--- src/rtl/sipp_rf_write_scheduler_pkg.sv ---
// ---------------------------------------------------------------------------
// sipp_rf_write_scheduler_pkg
// Shared definitions for the SIPP register-file write scheduler slice.
//   sched_state_e : scheduler FSM states (ARB = serving requesters,
//                   CLEAR = sweeping zeros through every entry)
//   REQ_A / REQ_B : requester identifiers, also used as the last-grant value
//   req_onehot()  : maps a requester id onto its one-hot grant bit
// ---------------------------------------------------------------------------
package sipp_rf_write_scheduler_pkg;

    typedef enum logic {
        ARB   = 1'b0,
        CLEAR = 1'b1
    } sched_state_e;

    localparam logic REQ_A = 1'b0;
    localparam logic REQ_B = 1'b1;

    // Grant bit 0 belongs to requester A, bit 1 to requester B.
    function automatic logic [1:0] req_onehot(input logic id);
        return (id == REQ_A) ? 2'b01 : 2'b10;
    endfunction

endpackage

--- src/rtl/sipp_rf_write_scheduler_rr_arb2.sv ---
// ---------------------------------------------------------------------------
// sipp_rr_arb2
// Two-input round-robin arbiter (purely combinational).
// Ports:
//   req[1:0]   : request vector, bit 0 = requester A, bit 1 = requester B
//   last_grant : id (REQ_A / REQ_B) of the requester granted most recently
//   grant[1:0] : one-hot grant, all zero when nobody requests
// ---------------------------------------------------------------------------
module sipp_rr_arb2
    import sipp_rf_write_scheduler_pkg::*;
(
    input  logic [1:0] req,
    input  logic       last_grant,
    output logic [1:0] grant
);

    // On a tie the requester that was not served last time wins.
    always_comb begin
        grant = 2'b00;
        case (req)
            2'b01:   grant = req_onehot(REQ_A);
            2'b10:   grant = req_onehot(REQ_B);
            2'b11:   grant = (last_grant == REQ_A) ? req_onehot(REQ_B) : req_onehot(REQ_A);
            default: grant = 2'b00;
        endcase
    end

endmodule

--- src/rtl/sipp_rf_write_scheduler.sv ---
// ---------------------------------------------------------------------------
// sipp_rf_write_scheduler
// Arbitrates two write requesters onto a single register-file write port and
// can sweep zeros through all N_ELEMENTS entries on request.
// Ports:
//   clk, rst          : clock (rising edge) and synchronous active-low reset
//   a_valid/addr/data : write request from requester A
//   b_valid/addr/data : write request from requester B
//   a_ready, b_ready  : combinational grants; transfer when valid && ready
//   clr_req           : start a clear sweep (ignored while one is running)
//   w_addr/w_data/w_wr: registered register-file write port
//   busy              : registered, high while the sweep state is active
//   clr_done          : registered one-cycle pulse with the final clear write
// ---------------------------------------------------------------------------
module sipp_rf_write_scheduler
    import sipp_rf_write_scheduler_pkg::*;
#(
    parameter int N_ELEMENTS = 16,
    parameter int ADDR_WIDTH = 4,
    parameter int DATA_WIDTH = 16
) (
    input  logic                  clk,
    input  logic                  rst,
    input  logic                  a_valid,
    input  logic [ADDR_WIDTH-1:0] a_addr,
    input  logic [DATA_WIDTH-1:0] a_data,
    output logic                  a_ready,
    input  logic                  b_valid,
    input  logic [ADDR_WIDTH-1:0] b_addr,
    input  logic [DATA_WIDTH-1:0] b_data,
    output logic                  b_ready,
    input  logic                  clr_req,
    output logic [ADDR_WIDTH-1:0] w_addr,
    output logic [DATA_WIDTH-1:0] w_data,
    output logic                  w_wr,
    output logic                  busy,
    output logic                  clr_done
);

    localparam logic [ADDR_WIDTH-1:0] LAST_IDX = ADDR_WIDTH'(N_ELEMENTS - 1);

    sched_state_e          state;
    sched_state_e          state_next;
    logic [ADDR_WIDTH-1:0] cnt;
    logic [ADDR_WIDTH-1:0] cnt_next;
    logic                  last_grant;
    logic [1:0]            grant;
    logic                  arb_open;
    logic                  a_fire;
    logic                  b_fire;
    logic                  clr_write;
    logic                  clr_last;

    sipp_rr_arb2 u_arb (
        .req        ({b_valid, a_valid}),
        .last_grant (last_grant),
        .grant      (grant)
    );

    // State, sweep counter and round-robin pointer. The pointer only moves
    // when a grant is actually taken.
    always_ff @(posedge clk) begin
        if (!rst) begin
            state      <= ARB;
            cnt        <= '0;
            last_grant <= REQ_B;
        end else begin
            state <= state_next;
            cnt   <= cnt_next;
            if (a_fire) begin
                last_grant <= REQ_A;
            end else if (b_fire) begin
                last_grant <= REQ_B;
            end
        end
    end

    // The counter wraps to zero on the final entry so it never passes
    // LAST_IDX even when the address space is larger than the file.
    always_comb begin
        state_next = state;
        cnt_next   = cnt;
        case (state)
            ARB: begin
                if (clr_req) begin
                    state_next = CLEAR;
                    cnt_next   = '0;
                end
            end
            CLEAR: begin
                if (cnt == LAST_IDX) begin
                    state_next = ARB;
                    cnt_next   = '0;
                end else begin
                    cnt_next = cnt + ADDR_WIDTH'(1);
                end
            end
            default: begin
                state_next = ARB;
                cnt_next   = '0;
            end
        endcase
    end

    // Grants are only offered in ARB, out of reset, and when no clear is
    // being requested (a clear request beats any pending write).
    always_comb begin
        arb_open  = rst && (state == ARB) && !clr_req;
        a_ready   = arb_open && grant[0];
        b_ready   = arb_open && grant[1];
        a_fire    = a_valid && a_ready;
        b_fire    = b_valid && b_ready;
        clr_write = (state == CLEAR);
        clr_last  = (state == CLEAR) && (cnt == LAST_IDX);
    end

    // Registered write port; the address/data hold their last value when
    // no write is issued.
    always_ff @(posedge clk) begin
        if (!rst) begin
            w_wr     <= 1'b0;
            w_addr   <= '0;
            w_data   <= '0;
            busy     <= 1'b0;
            clr_done <= 1'b0;
        end else begin
            w_wr     <= a_fire || b_fire || clr_write;
            busy     <= (state_next == CLEAR);
            clr_done <= clr_last;
            if (clr_write) begin
                w_addr <= cnt;
                w_data <= '0;
            end else if (a_fire) begin
                w_addr <= a_addr;
                w_data <= a_data;
            end else if (b_fire) begin
                w_addr <= b_addr;
                w_data <= b_data;
            end
        end
    end

endmodule

--- config.mk ---
export PLATFORM = sky130hd
export DESIGN_NAME = sipp_rf_write_scheduler
export DESIGN_NICKNAME = d
export VERILOG_FILES = /design/src/rtl/sipp_rf_write_scheduler_pkg.sv /design/src/rtl/sipp_rf_write_scheduler_rr_arb2.sv /design/src/rtl/sipp_rf_write_scheduler.sv
export SDC_FILE = /design/constraint.sdc
export NUM_CORES = 1
export LEC_CHECK = 0
export ABC_AREA = 1
export BUFFER_PORTS_ARGS = -buffer_cell sky130_fd_sc_hd__buf_4
export CAP_MARGIN = 20
export CORE_UTILIZATION = 46
export CTS_CLUSTER_SIZE = 30
export DETAILED_ROUTE_END_ITERATION = 10
export PLACE_DENSITY = 0.79
export SLEW_MARGIN = 20
export SYNTH_ARGS = -nofsm -noshare
export SYNTH_HDL_FRONTEND = slang
export SYNTH_SLANG_ARGS = --single-unit
--- constraint.sdc ---
create_clock -name clk -period 1.42 [get_ports clk]
set_input_delay 0.213 -clock clk [delete_from_list [all_inputs] [get_ports clk]]
set_output_delay 0.213 -clock clk [all_outputs]
set_load 0.005 [all_outputs]
; ---- Yosys cells after proc, flatten, opt, wreduce, memory -nomap -nowiden
; Index checks and enable logic that the tools add are counted.
; W data, S select, Z words.
[totals]
reg_bits = 28
inputBits = 45
output_inout_bits = 25
wordCells = 43
[classes]
n_addsub = 1
n_eq_ne = 5
muxes = 15
bitwise = 2
n_reduce_logical = 13
[ops]
columns = operator, n
row1 = $mux W16, 2
row2 = $mux W4, 5
row3 = $pmux W4 S2, 1
row4 = $logic_and A1 B1 Y1, 7
row5 = $pmux W2 S3, 1
row6 = $add A4 B1 Y4 const B, 1
row7 = $eq A2 B2 Y1 const B, 2
row8 = $eq A4 B4 Y1 const B, 1
row9 = $mux W1, 4
row10 = $reduce_bool A3 Y1, 1
row11 = $eq A2 B1 Y1 const B, 1
row12 = $logic_or A1 B1 Y1, 2
row13 = $mux W2, 1
row14 = $ne A2 B2 Y1 const B, 1
row15 = $not A1 Y1, 2
row16 = $pmux W1 S2, 1
row17 = $reduce_bool A2 Y1, 1
row18 = $reduce_or A2 Y1, 1
row19 = $logic_not A1 Y1, 1

; ---- Longest topological paths before layout
[logic_depth]
word_depth = 8
depth_mapped = 11
mapped_depth_nobuf = 9

; ---- Hierarchy
; A second synthesis with hierarchy kept.
[hier_totals]
hier_cells = 201
hier_area_um2 = 1428.9
[modules_own_cells]
columns = mod, n_inst, cells_each, area_per_inst_um2, seq_area_each_um2
row1 = sipp_rf_write_scheduler, 1, 196, 1407.6, 560.5
row2 = sipp_rr_arb2, 1, 5, 21.3, 0.0

; ---- Worst setup path after synthesis
; Ideal clock, no wire load.
[synth_path]
path_kind = register to register
from = register, netlist name busy
to = register w_addr[3]
setup_ns = 0.119
arrival_ns = 1.184
required_time_ns = 1.301
path_slack_ns = 0.117
path_stages_with_launch = 11
n_path_buf = 2
synth_period_minus_slack_ns = 1.303
path_cell_list = dfxtp_1 -> buf_6 -> inv_4 -> nand2_4 -> nor2_4 -> buf_2 -> nand3b_1 -> nand2_1 -> nor2_1 -> nor2_1 -> nor2_1
[synth_rtl]
columns = item, line
row1 = to (signal assigned), sipp_rf_write_scheduler.sv:131  ; w_addr <= cnt;
row2 = to (signal assigned), sipp_rf_write_scheduler.sv:134  ; w_addr <= a_addr;
row3 = to (signal assigned), sipp_rf_write_scheduler.sv:137  ; w_addr <= b_addr;
row4 = to (decl), sipp_rf_write_scheduler.sv:33  ; output logic [ADDR_WIDTH-1:0] w_addr,

==> reports/results.ini <==
[clock_network]
cts_tree = built
cts_made_buffers = 3
worst_skew_pair.late_latency_ns = 0.32
cts_sinks = 28
cts.reportedPaths.clkPinSlew_ns = 0.14
cts_root_buf = clkbuf_4
clk_path_buf_depth = 2
cts_max_level = 1
ctsHoldBuffers = 0

[global_route]
overflow = 0
track_usage_pct = 24.0
busiest_layer = met2
grt_pass1_wl_mm = 6.42
use_met2_pct = 42.5
antenna_found_initial = 0
grt_max_degree = 20
use_met1_pct = 29.7
grt_pass1_vias = 1468
use_met3_pct = 4.80

[setup_path]
cp_max_fo = 5
cp.arrival_ns = 1.77
required_ns = 1.65
cp-start-kind = flop
cp-end-kind = flop
crit_type = flop to flop

[timing]
setup_tns_ns = -0.834
fin_crit_sh_pct = 109
max_slew_margin_pct = 81.1
finalHoldViolations = 0
worst-slew-pin-transition_ns = 0.282
worst_slack_ns = -0.122
max_freq_mhz = 649
fin_crit_ns = 1.54
setup_viol_count_final = 19
rsz0062_at_grt = true
drv_slew = 0
fin_skew_ns = 0.00168

[floorplanning]
fp.dieH_um = 59.1
num_io_pins = 70
initial_core_util_pct = 48.7
row_count = 20
core_area_um2 = 3080
die_area_um2 = 3490
die_w_um = 59.1

[yosys]
synth_edf_count = 0
ys_top_cells_by_count = nand2_1, inv_1, dfxtp_1, nand3_1, a21oi_1
synth.area.top_cells = dfxtp_1, nand2_1, nand3b_1
synth_top_area_cell = dfxtp_1
netlist_area_um2 = 1500
ys_seq_area_share_pct = 37.4
synth_ff_type = dfxtp_1
syn-num-nets = 262
yosysUniqueCellTypes = 22
syn_inst = 216
synth_top_area_share_pct = 37.4
yosysWarnings = 0
yosysMostFrequentCell = nand2_1
async_flop_share_pct = 0
ys_ff_latch = 28
syn_area_per_cell_um2 = 6.95

[placed_design]
dp_slack_ns = 0.0738
place_hpwl_mm = 2.99
dpl_cell_area_um2 = 2080
place.gp.congestion = 0.914
port_buffers = 69
dpl.cell_count = 326

[routing]
route.detailed.drc = 0
drt-vias-per-instance = 4.97
first_pass_iters = 4
drtIter0Drc = 70
vias = 1703
finalWirelength_mm = 4.43
wl_per_cell_um = 12.9
ant_nets = 0

[finish]
syn_to_final_growth_pct = 54.4
drive_gt1_share_pct = 37.1
fin_area_um2 = 2320
fillerInstances = 246
fin_util_pct = 75.2
fin_cells = 343
fin_nets = 347
n_antenna_cell = 0

[status]
run_status = finished, violations left
violations = setup timing

[power_and_ir_drop]
p_per_area_nw_per_um2 = 677
leakagePower_nw = 1.16
peakVddDrop_mv = 0.757

[min_path]
hold_path.class = input pin to flop

[job]
cap_viol_max_count = 0

critical path: stages, from the launching register on:
cell,delay [ns]
dfxtp_2,0.37
inv_4,0.06
nand2_4,0.05
nor2_4,0.15
buf_4,0.14
buf_4,0.10
buf_4,0.12
o21ai_2,0.09
nand3_1,0.11
nand2_1,0.10
nor2_1,0.13
nor2_1,0.05
area by class of cell:
cell class / count / area (um^2) / area share, %
Sequential cell: 28 / 563 / 24.3
Timing Repair Buffer: 91 / 776 / 33.5
Inverter: 31 / 121 / 5.24
Clock buffer: 3 / 22.5 / 0.972
Multi-Input combinational cell: 146 / 778 / 33.6
Tap cell: 44 / 55.1 / 2.38
layer usage:
layer,part of all wire [%],wire [um]
met2,51,2260
met5,0,0
met4,1.2,53
met1,42,1850
met3,6.1,271
layout by cell type, fill, tap and decap left out, types with 3 or more instances in the layout:
cell       instances
buf_4             83
nand2_4            3
nand3b_1          18
nor2_1            11
nand3_1           25
nor3_1             3
clkbuf_4           3
clkbuf_16          3
inv_1             28
dfxtp_1           26
o21ai_0            4
a21oi_2            3
nand2_1           53
a21oi_1           17
sequential cells by signal, summed over array words and instances (netlist names):
register,cells
w_wr,1
last_grant,1
cnt,4
w_addr,4
clr_done,1
w_data,16
busy,1
per-stage QoR:
| stage | hold slack, ns | total power [mW] |
|---|---|---|
| after CTS | 0.177 | 1.53 |
| after floorplan | 0.374 | 1.02 |
| after global placement | 0.452 | 1.19 |
| final | 0.216 | 1.57 |
| after detailed placement | 0.455 | 1.19 |
| after global routing | 0.211 | 1.65 |
worst paths after layout:
check	cells past startpoint	end	startpoint	slack, ns
hold reg to reg	2	w_data[9]$_SDFFE_PP0P_	w_data[9]$_SDFFE_PP0P_	0.47
setup reg to reg	11	w_addr[3]$_SDFFE_PN0P_	busy$_SDFF_PN0_	-0.12
hold / removal	5	w_data[13]$_SDFFE_PP0P_	b_data[13]	0.22
setup / recovery	11	w_addr[3]$_SDFFE_PN0P_	busy$_SDFF_PN0_	-0.12
timing repair:
| action | in CTS | in global routing |
|---|---|---|
| gates resized for setup | 11 | 5 |
| setup buffers | 6 | 4 |
| gates cloned | 0 | 4 |
| setup endpoints to repair | 2 | 23 |
| pin swaps | 1 | 3 |
logic make-up (layout without fill, tap and decap cells):
family	Yosys count	after routing	share of synthesized area (%)
buffers and inverters	43	125	13.4
AND/OR/NAND/NOR	116	116	37.7
adder cells (fa/ha/maj)	1	1	0.834
flip-flops	28	28	37.4
AO/OA/AOI/OAI	28	29	10.7
report_power, final:
group	total [mW]	leakage, nW	switching [mW]	internal (mW)
combinational	0.412	0.916	0.186	0.226
clock	0.326	0.0138	0.227	0.0996
sequential	0.830	0.227	0.0166	0.813
total	1.57	1.16	0.430	1.14
Note: power is estimated with default switching activity, not from simulation.
